File: src/rtl/quad_pkg.sv
// ---------------------------------------------------------------------------
// quad_pkg -- shared definitions for the quadrature decoder slice.
//   DEB_CNT_W    : width of the per-phase stability counter (DEB_CYCLES <= 255)
//   quad_state_t : decoder FSM states (INIT plus one state per {A,B} pair)
//   pair_state   : maps a filtered {A,B} pair to its FSM state
//   is_fwd/is_rev: classify a single-bit step between two pair states
// ---------------------------------------------------------------------------
package quad_pkg;

    localparam int unsigned DEB_CNT_W = 8;

    typedef enum logic [2:0] {
        INIT,
        S00,
        S01,
        S11,
        S10
    } quad_state_t;

    function automatic quad_state_t pair_state(input logic [1:0] ab);
        case (ab)
            2'b00:   return S00;
            2'b01:   return S01;
            2'b11:   return S11;
            default: return S10;
        endcase
    endfunction

    // Forward order: 00 -> 01 -> 11 -> 10 -> 00
    function automatic logic is_fwd(input quad_state_t from, input quad_state_t to);
        return ((from == S00) && (to == S01)) ||
               ((from == S01) && (to == S11)) ||
               ((from == S11) && (to == S10)) ||
               ((from == S10) && (to == S00));
    endfunction

    // Reverse order: 00 -> 10 -> 11 -> 01 -> 00
    function automatic logic is_rev(input quad_state_t from, input quad_state_t to);
        return ((from == S00) && (to == S10)) ||
               ((from == S10) && (to == S11)) ||
               ((from == S11) && (to == S01)) ||
               ((from == S01) && (to == S00));
    endfunction

endpackage

File: src/rtl/quad_debounce.sv
// ---------------------------------------------------------------------------
// quad_debounce -- two-flop synchronizer followed by a stability filter for
// one quadrature phase.
//   clk     : clock, rising edge
//   reset   : synchronous, active-high
//   raw     : asynchronous phase input
//   filt    : filtered phase; follows raw only after DEB_CYCLES stable clocks
//   settled : synchronizer primed since reset and filt agrees with it
// ---------------------------------------------------------------------------
module quad_debounce
    import quad_pkg::*;
#(
    parameter int unsigned DEB_CYCLES = 4
) (
    input  logic clk,
    input  logic reset,
    input  logic raw,
    output logic filt,
    output logic settled
);

    localparam logic [DEB_CNT_W-1:0] LAST = DEB_CNT_W'(DEB_CYCLES - 1);

    logic                 sync1;
    logic                 sync2;
    logic [DEB_CNT_W-1:0] cnt;
    logic [1:0]           fill;

    always_ff @(posedge clk) begin
        if (reset) begin
            sync1 <= 1'b0;
            sync2 <= 1'b0;
            filt  <= 1'b0;
            cnt   <= '0;
            fill  <= '0;
        end else begin
            sync1 <= raw;
            sync2 <= sync1;
            if (fill != 2'd2) begin
                fill <= fill + 2'd1;
            end
            // Any sample matching filt restarts the stability count.
            if (sync2 == filt) begin
                cnt <= '0;
            end else if (cnt == LAST) begin
                filt <= sync2;
                cnt  <= '0;
            end else begin
                cnt <= cnt + 1'b1;
            end
        end
    end

    // The reset-cleared synchronizer looks stable before it has sampled the
    // real input; fill keeps settled low until two samples have passed.
    assign settled = (fill == 2'd2) && (sync2 == filt);

endmodule

File: src/rtl/quad_decoder.sv
// ---------------------------------------------------------------------------
// quad_decoder -- debounced quadrature decoder producing count pulses.
//   clk   : clock, rising edge
//   reset : synchronous, active-high
//   a, b  : quadrature phases, asynchronous to clk
//   up    : one-clock pulse per forward step (00->01->11->10->00)
//   down  : one-clock pulse per reverse step (00->10->11->01->00)
//   err   : one-clock pulse when both phases change together
//           (port exists only when QUAD_ERR_EN is defined)
// Latency from a stable raw edge to up/down is 2 + DEB_CYCLES + 1 clocks.
// ---------------------------------------------------------------------------
module quad_decoder
    import quad_pkg::*;
#(
    parameter int unsigned DEB_CYCLES = 4
) (
    input  logic clk,
    input  logic reset,
    input  logic a,
    input  logic b,
    output logic up,
    output logic down
`ifdef QUAD_ERR_EN
    ,
    output logic err
`endif
);

    logic        fa;
    logic        fb;
    logic        sa;
    logic        sb;
    quad_state_t state;
    quad_state_t state_next;
    quad_state_t pair_st;
    logic        up_next;
    logic        down_next;
`ifdef QUAD_ERR_EN
    logic        err_next;
`endif

    quad_debounce #(.DEB_CYCLES(DEB_CYCLES)) u_deb_a (
        .clk     (clk),
        .reset   (reset),
        .raw     (a),
        .filt    (fa),
        .settled (sa)
    );

    quad_debounce #(.DEB_CYCLES(DEB_CYCLES)) u_deb_b (
        .clk     (clk),
        .reset   (reset),
        .raw     (b),
        .filt    (fb),
        .settled (sb)
    );

    always_ff @(posedge clk) begin
        if (reset) begin
            state <= INIT;
            up    <= 1'b0;
            down  <= 1'b0;
`ifdef QUAD_ERR_EN
            err   <= 1'b0;
`endif
        end else begin
            state <= state_next;
            up    <= up_next;
            down  <= down_next;
`ifdef QUAD_ERR_EN
            err   <= err_next;
`endif
        end
    end

    always_comb begin
        state_next = state;
        up_next    = 1'b0;
        down_next  = 1'b0;
`ifdef QUAD_ERR_EN
        err_next   = 1'b0;
`endif
        pair_st    = pair_state({fa, fb});

        case (state)
            // Wait until both filters reflect the real inputs, so a step
            // that was in flight at reset is absorbed rather than decoded.
            INIT: begin
                if (sa && sb) begin
                    state_next = pair_st;
                end
            end
            default: begin
                if (pair_st != state) begin
                    state_next = pair_st;
                    if (is_fwd(state, pair_st)) begin
                        up_next = 1'b1;
                    end else if (is_rev(state, pair_st)) begin
                        down_next = 1'b1;
                    end else begin
`ifdef QUAD_ERR_EN
                        err_next = 1'b1;
`endif
                    end
                end
            end
        endcase
    end

endmodule

File: config.mk
export PLATFORM = sky130hd
export DESIGN_NAME = quad_decoder
export DESIGN_NICKNAME = d
export VERILOG_FILES = /design/src/rtl/quad_pkg.sv /design/src/rtl/quad_debounce.sv /design/src/rtl/quad_decoder.sv
export SDC_FILE = /design/constraint.sdc
export NUM_CORES = 1
export LEC_CHECK = 0
export CAP_MARGIN = 20
export CORE_UTILIZATION = 60
export DETAILED_ROUTE_END_ITERATION = 12
export PLACE_DENSITY = 0.79
export SYNTH_ARGS = -nofsm -noshare
export SYNTH_HDL_FRONTEND = slang
export SYNTH_SLANG_ARGS = --single-unit
File: constraint.sdc
create_clock -name clk -period 3.55 [get_ports clk]
set_input_delay 0.8875 -clock clk [delete_from_list [all_inputs] [get_ports clk]]
set_output_delay 0.8875 -clock clk [all_outputs]
set_load 0.005 [all_outputs]
==> impl_metrics.env <==
export IMPL_first_global_vias=906
export IMPL_hp_class="flip-flop to flip-flop"
export IMPL_wirelength_met1_um=1060
export IMPL_grt_max_degree=20
export IMPL_critPathMaxFanout=1
export IMPL_leakagePower_uw=0.000626
export IMPL_die_w_um=51.0
export IMPL_first_iter_violations=20
export IMPL_fillers=184
export IMPL_wire_per_inst_um=11.8
export IMPL_timing_setup_tns_ns=0
export IMPL_max_cap_violations=0
export IMPL_rows=17
export IMPL_synth_edf_count=0
export IMPL_status="completed"
export IMPL_yosysUniqueCellTypes=29
export IMPL_finalWirelength_um=2240
export IMPL_final_core_utilization=0.694
export IMPL_initial_antenna_violation_count=0
export IMPL_yosys_top_cells_area="sky130_fd_sc_hd__dfxtp_1 43%, sky130_fd_sc_hd__ha_1 7.8%, sky130_fd_sc_hd__xor2_1 7.3%"
export IMPL_ir_worst_vdd_v=0.000445
export IMPL_proportion_of_synthesized_flip_flops_having_asynchronous_set_or_reset=0
export IMPL_finish_cell_count_without_fillers=190
export IMPL_min_period_over_period=0.577
export IMPL_final_nets=175
export IMPL_tritoncts="built"
export IMPL_cts_root_buf="sky130_fd_sc_hd__clkbuf_4"
export IMPL_cp_cell_sequence="clkdlybuf4s50_1"
export IMPL_largest_area_contributor_in_the_synthesized_netlist="sky130_fd_sc_hd__dfxtp_1"
export IMPL_die_area_mm2=0.00260
export IMPL_syn_area_mm2=0.00144
export IMPL_post_route_drc_count=0
export IMPL_routed_top_layer="met4"
export IMPL_yosys_warnings=0
export IMPL_cp_num_buf_inv=1
export IMPL_reg2reg_slack_ns=1.78
export IMPL_num_io_pins=6
export IMPL_clkSinkCount=31
export IMPL_post_cts_setup_buffers=0
export IMPL_critical_path_required_ns=2.66
export IMPL_timing_hold_violations_final=0
export IMPL_synthCells=154
export IMPL_grt_overflow_total=0
export IMPL_worstSetupPathType="flip-flop to primary output"
export IMPL_post_cts_resized_instances=0
export IMPL_detail_route_antenna_nets=0
export IMPL_via_count=1007
export IMPL_unrepaired_setup_endpoints_after_global_routing="no"
export IMPL_floorplan_die_height_um=51.0
export IMPL_n_antenna_cell=0
export IMPL_part_of_the_yosys_area_used_for_sequential_elements=0.431
export IMPL_startpoint_type="flip-flop"
export IMPL_dpl_hpwl_um=1630
export IMPL_area_overhead_of_the_layout_relative_to_synthesis_pct=7.74
export IMPL_place_gp_congestion=0.762
export IMPL_dp_cells=183
export IMPL_cts_htree_levels=2
export IMPL_reg2reg_to="state[2]$_SDFFE_PP0P_"
export IMPL_detail_route_vias_per_cell=5.30
export IMPL_worst_setup_path_end_kind="primary output"
export IMPL_cts_reportedPaths_clkPinSlew_ns=0.10
export IMPL_post_cts_hold_buffer_count=0
export IMPL_multiInputGateArea_um2=766
export IMPL_fmax_ghz=0.488
export IMPL_clockBufferDepth=2
export IMPL_hold_start="u_deb_a.sync1$_SDFF_PP0_"
export IMPL_worst_hold_path_num_cells=1
export IMPL_worst_pin_slew_ns=0.568
export IMPL_power_density_cell_area_mw_per_mm2=449
export IMPL_path_depth=1
export IMPL_buffer_ports_inserted=5
export IMPL_drive_gt1_frac=0.0802
export IMPL_worst_clock_skew_ns=0.0184
export IMPL_core_area_mm2=0.00223
export IMPL_synth_seq_cells=31
export IMPL_clock_latency_ns=0.34
export IMPL_wl_met3_um=94
export IMPL_grt_first_pass_wirelength_um=3750
export IMPL_post_synth_top_area_fraction=0.431
export IMPL_initial_core_util=0.644
export IMPL_worst_path_largest_cell_delay_ns=0.49
export IMPL_fin_crit_ns=2.05
export IMPL_cts_inserted_buffers=5
export IMPL_syn_num_nets=167
export IMPL_synth_top_cells_by_count="31 x sky130_fd_sc_hd__dfxtp_1, 26 x sky130_fd_sc_hd__nor2_1, 12 x sky130_fd_sc_hd__xor2_1"
export IMPL_layout_area_seq_um2=621
export IMPL_synth_most_common_cell="sky130_fd_sc_hd__dfxtp_1"
export IMPL_postSynthAreaPerCell_um2=9.34
export IMPL_final_max_slew_viol_count=0
export IMPL_critical_path_reg2reg_startpoint="u_deb_a.filt$_SDFFE_PP0P_"
export IMPL_critPathTopFamily="buffers and inverters"
export IMPL_arrival_ns=1.16
export IMPL_slowest_stage="sky130_fd_sc_hd__clkdlybuf4s50_1"
export IMPL_hold_critical_path_endpoint="u_deb_a.sync2$_SDFF_PP0_"
export IMPL_grtUsageTotal=0.206
export IMPL_timing_final_setup_violations=0
export IMPL_drt_pre_antenna_iters=4
export IMPL_met2RoutedLength_um=1050
export IMPL_max_slew_margin=0.620
export IMPL_dominantRegCellSynth="sky130_fd_sc_hd__dfxtp_1"
export IMPL_ff2ff_path_depth=6
## registers in the layout, summed over array words and instances (netlist names)
name,flops
up,1
u_deb_b.cnt,8
u_deb_a.fill,2
u_deb_a.filt,1
u_deb_a.sync1,1
u_deb_b.fill,2
u_deb_b.sync2,1
u_deb_b.filt,1
down,1
u_deb_a.sync2,1
state,3
u_deb_a.cnt,8
u_deb_b.sync1,1
## stage by stage
step | cell area, um2 | setup slack [ns] | hold WS [ns] | power, uW
floorplan | 1440 | 1.91 | 0.414 | 478
global placement | 1490 | 1.31 | 0.416 | 486
detailed placement | 1490 | 1.26 | 0.438 | 501
CTS | 1550 | 1.47 | 0.455 | 708
global route | 1550 | 1.44 | 0.464 | 739
finish | 1550 | 1.50 | 0.449 | 696
## cells in the final DEF, fill, tap and decap left out
| master | n |
|---|---|
| sky130_fd_sc_hd__dfxtp_1 | 31 |
| sky130_fd_sc_hd__nor2_1 | 26 |
| sky130_fd_sc_hd__xor2_1 | 12 |
| sky130_fd_sc_hd__nand2_1 | 10 |
| sky130_fd_sc_hd__nand3_1 | 9 |
| sky130_fd_sc_hd__ha_1 | 9 |
| sky130_fd_sc_hd__inv_1 | 6 |
| sky130_fd_sc_hd__nor2b_1 | 6 |
| sky130_fd_sc_hd__xnor2_1 | 6 |
| sky130_fd_sc_hd__clkbuf_4 | 5 |
| sky130_fd_sc_hd__clkdlybuf4s50_1 | 5 |
| sky130_fd_sc_hd__nor3_1 | 4 |
| sky130_fd_sc_hd__and3_1 | 4 |
| sky130_fd_sc_hd__nand2b_1 | 4 |
| sky130_fd_sc_hd__mux2i_1 | 4 |
| sky130_fd_sc_hd__a21oi_1 | 4 |
| sky130_fd_sc_hd__mux2_4 | 2 |
| sky130_fd_sc_hd__o32a_1 | 2 |
| sky130_fd_sc_hd__nor4b_1 | 1 |
| sky130_fd_sc_hd__o21a_1 | 1 |
| sky130_fd_sc_hd__o211ai_2 | 1 |
| sky130_fd_sc_hd__o31ai_1 | 1 |
| sky130_fd_sc_hd__o21ai_2 | 1 |
| sky130_fd_sc_hd__or2b_1 | 1 |
| sky130_fd_sc_hd__o32ai_1 | 1 |
| sky130_fd_sc_hd__nor4_1 | 1 |
| sky130_fd_sc_hd__o21bai_1 | 1 |
| sky130_fd_sc_hd__and3b_2 | 1 |
| sky130_fd_sc_hd__nor3b_2 | 1 |
| sky130_fd_sc_hd__clkinv_2 | 1 |
| sky130_fd_sc_hd__clkbuf_8 | 1 |
## where the power goes
part / internal [uW] / leakage (uW) / switching, uW / total, uW
combinational: 46.3 / 0.000340 / 52.6 / 98.9
sequential: 374 / 0.000252 / 18.0 / 392
clock: 91.5 / 0.0000341 / 114 / 206
## area by class of cell
class                           instances  area share
Timing Repair Buffer                    5      0.0323
Sequential cell                        31       0.400
Multi-Input combinational cell        113       0.494
Clock buffer                            6      0.0331
Tap cell                               28      0.0226
Inverter                                6      0.0145
Clock inverter                          1     0.00323
## cell families (layout without fill, tap and decap cells)
logic type	Yosys count	in the layout	share of synthesized area
simple gates	68	68	0.231
mux	6	6	0.0487
xor+xnor	18	18	0.110
compound gates	12	12	0.0644
buf+inv	10	18	0.0365
fa+ha+maj	9	9	0.0783
flops	31	31	0.431
## layer usage
layer | track usage | up-vias
met2 | 0.314 | 18
met1 | 0.237 | 460
met5 | 0 | -
li1 | - | 524
met3 | 0.0893 | 5
met4 | 0.125 | 0
## how the worst max path moves through the flow
stage                    startpoint                   endpoint
finish              down$_SDFF_PP0_                       down
global route        down$_SDFF_PP0_                       down
CTS                 down$_SDFF_PP0_                       down
detailed placement            reset  u_deb_b.cnt[4]$_SDFF_PP0_
global placement              reset  u_deb_b.cnt[7]$_SDFF_PP0_
floorplan                     reset      state[0]$_SDFFE_PP0P_
Power figures use the tool's default switching activity.
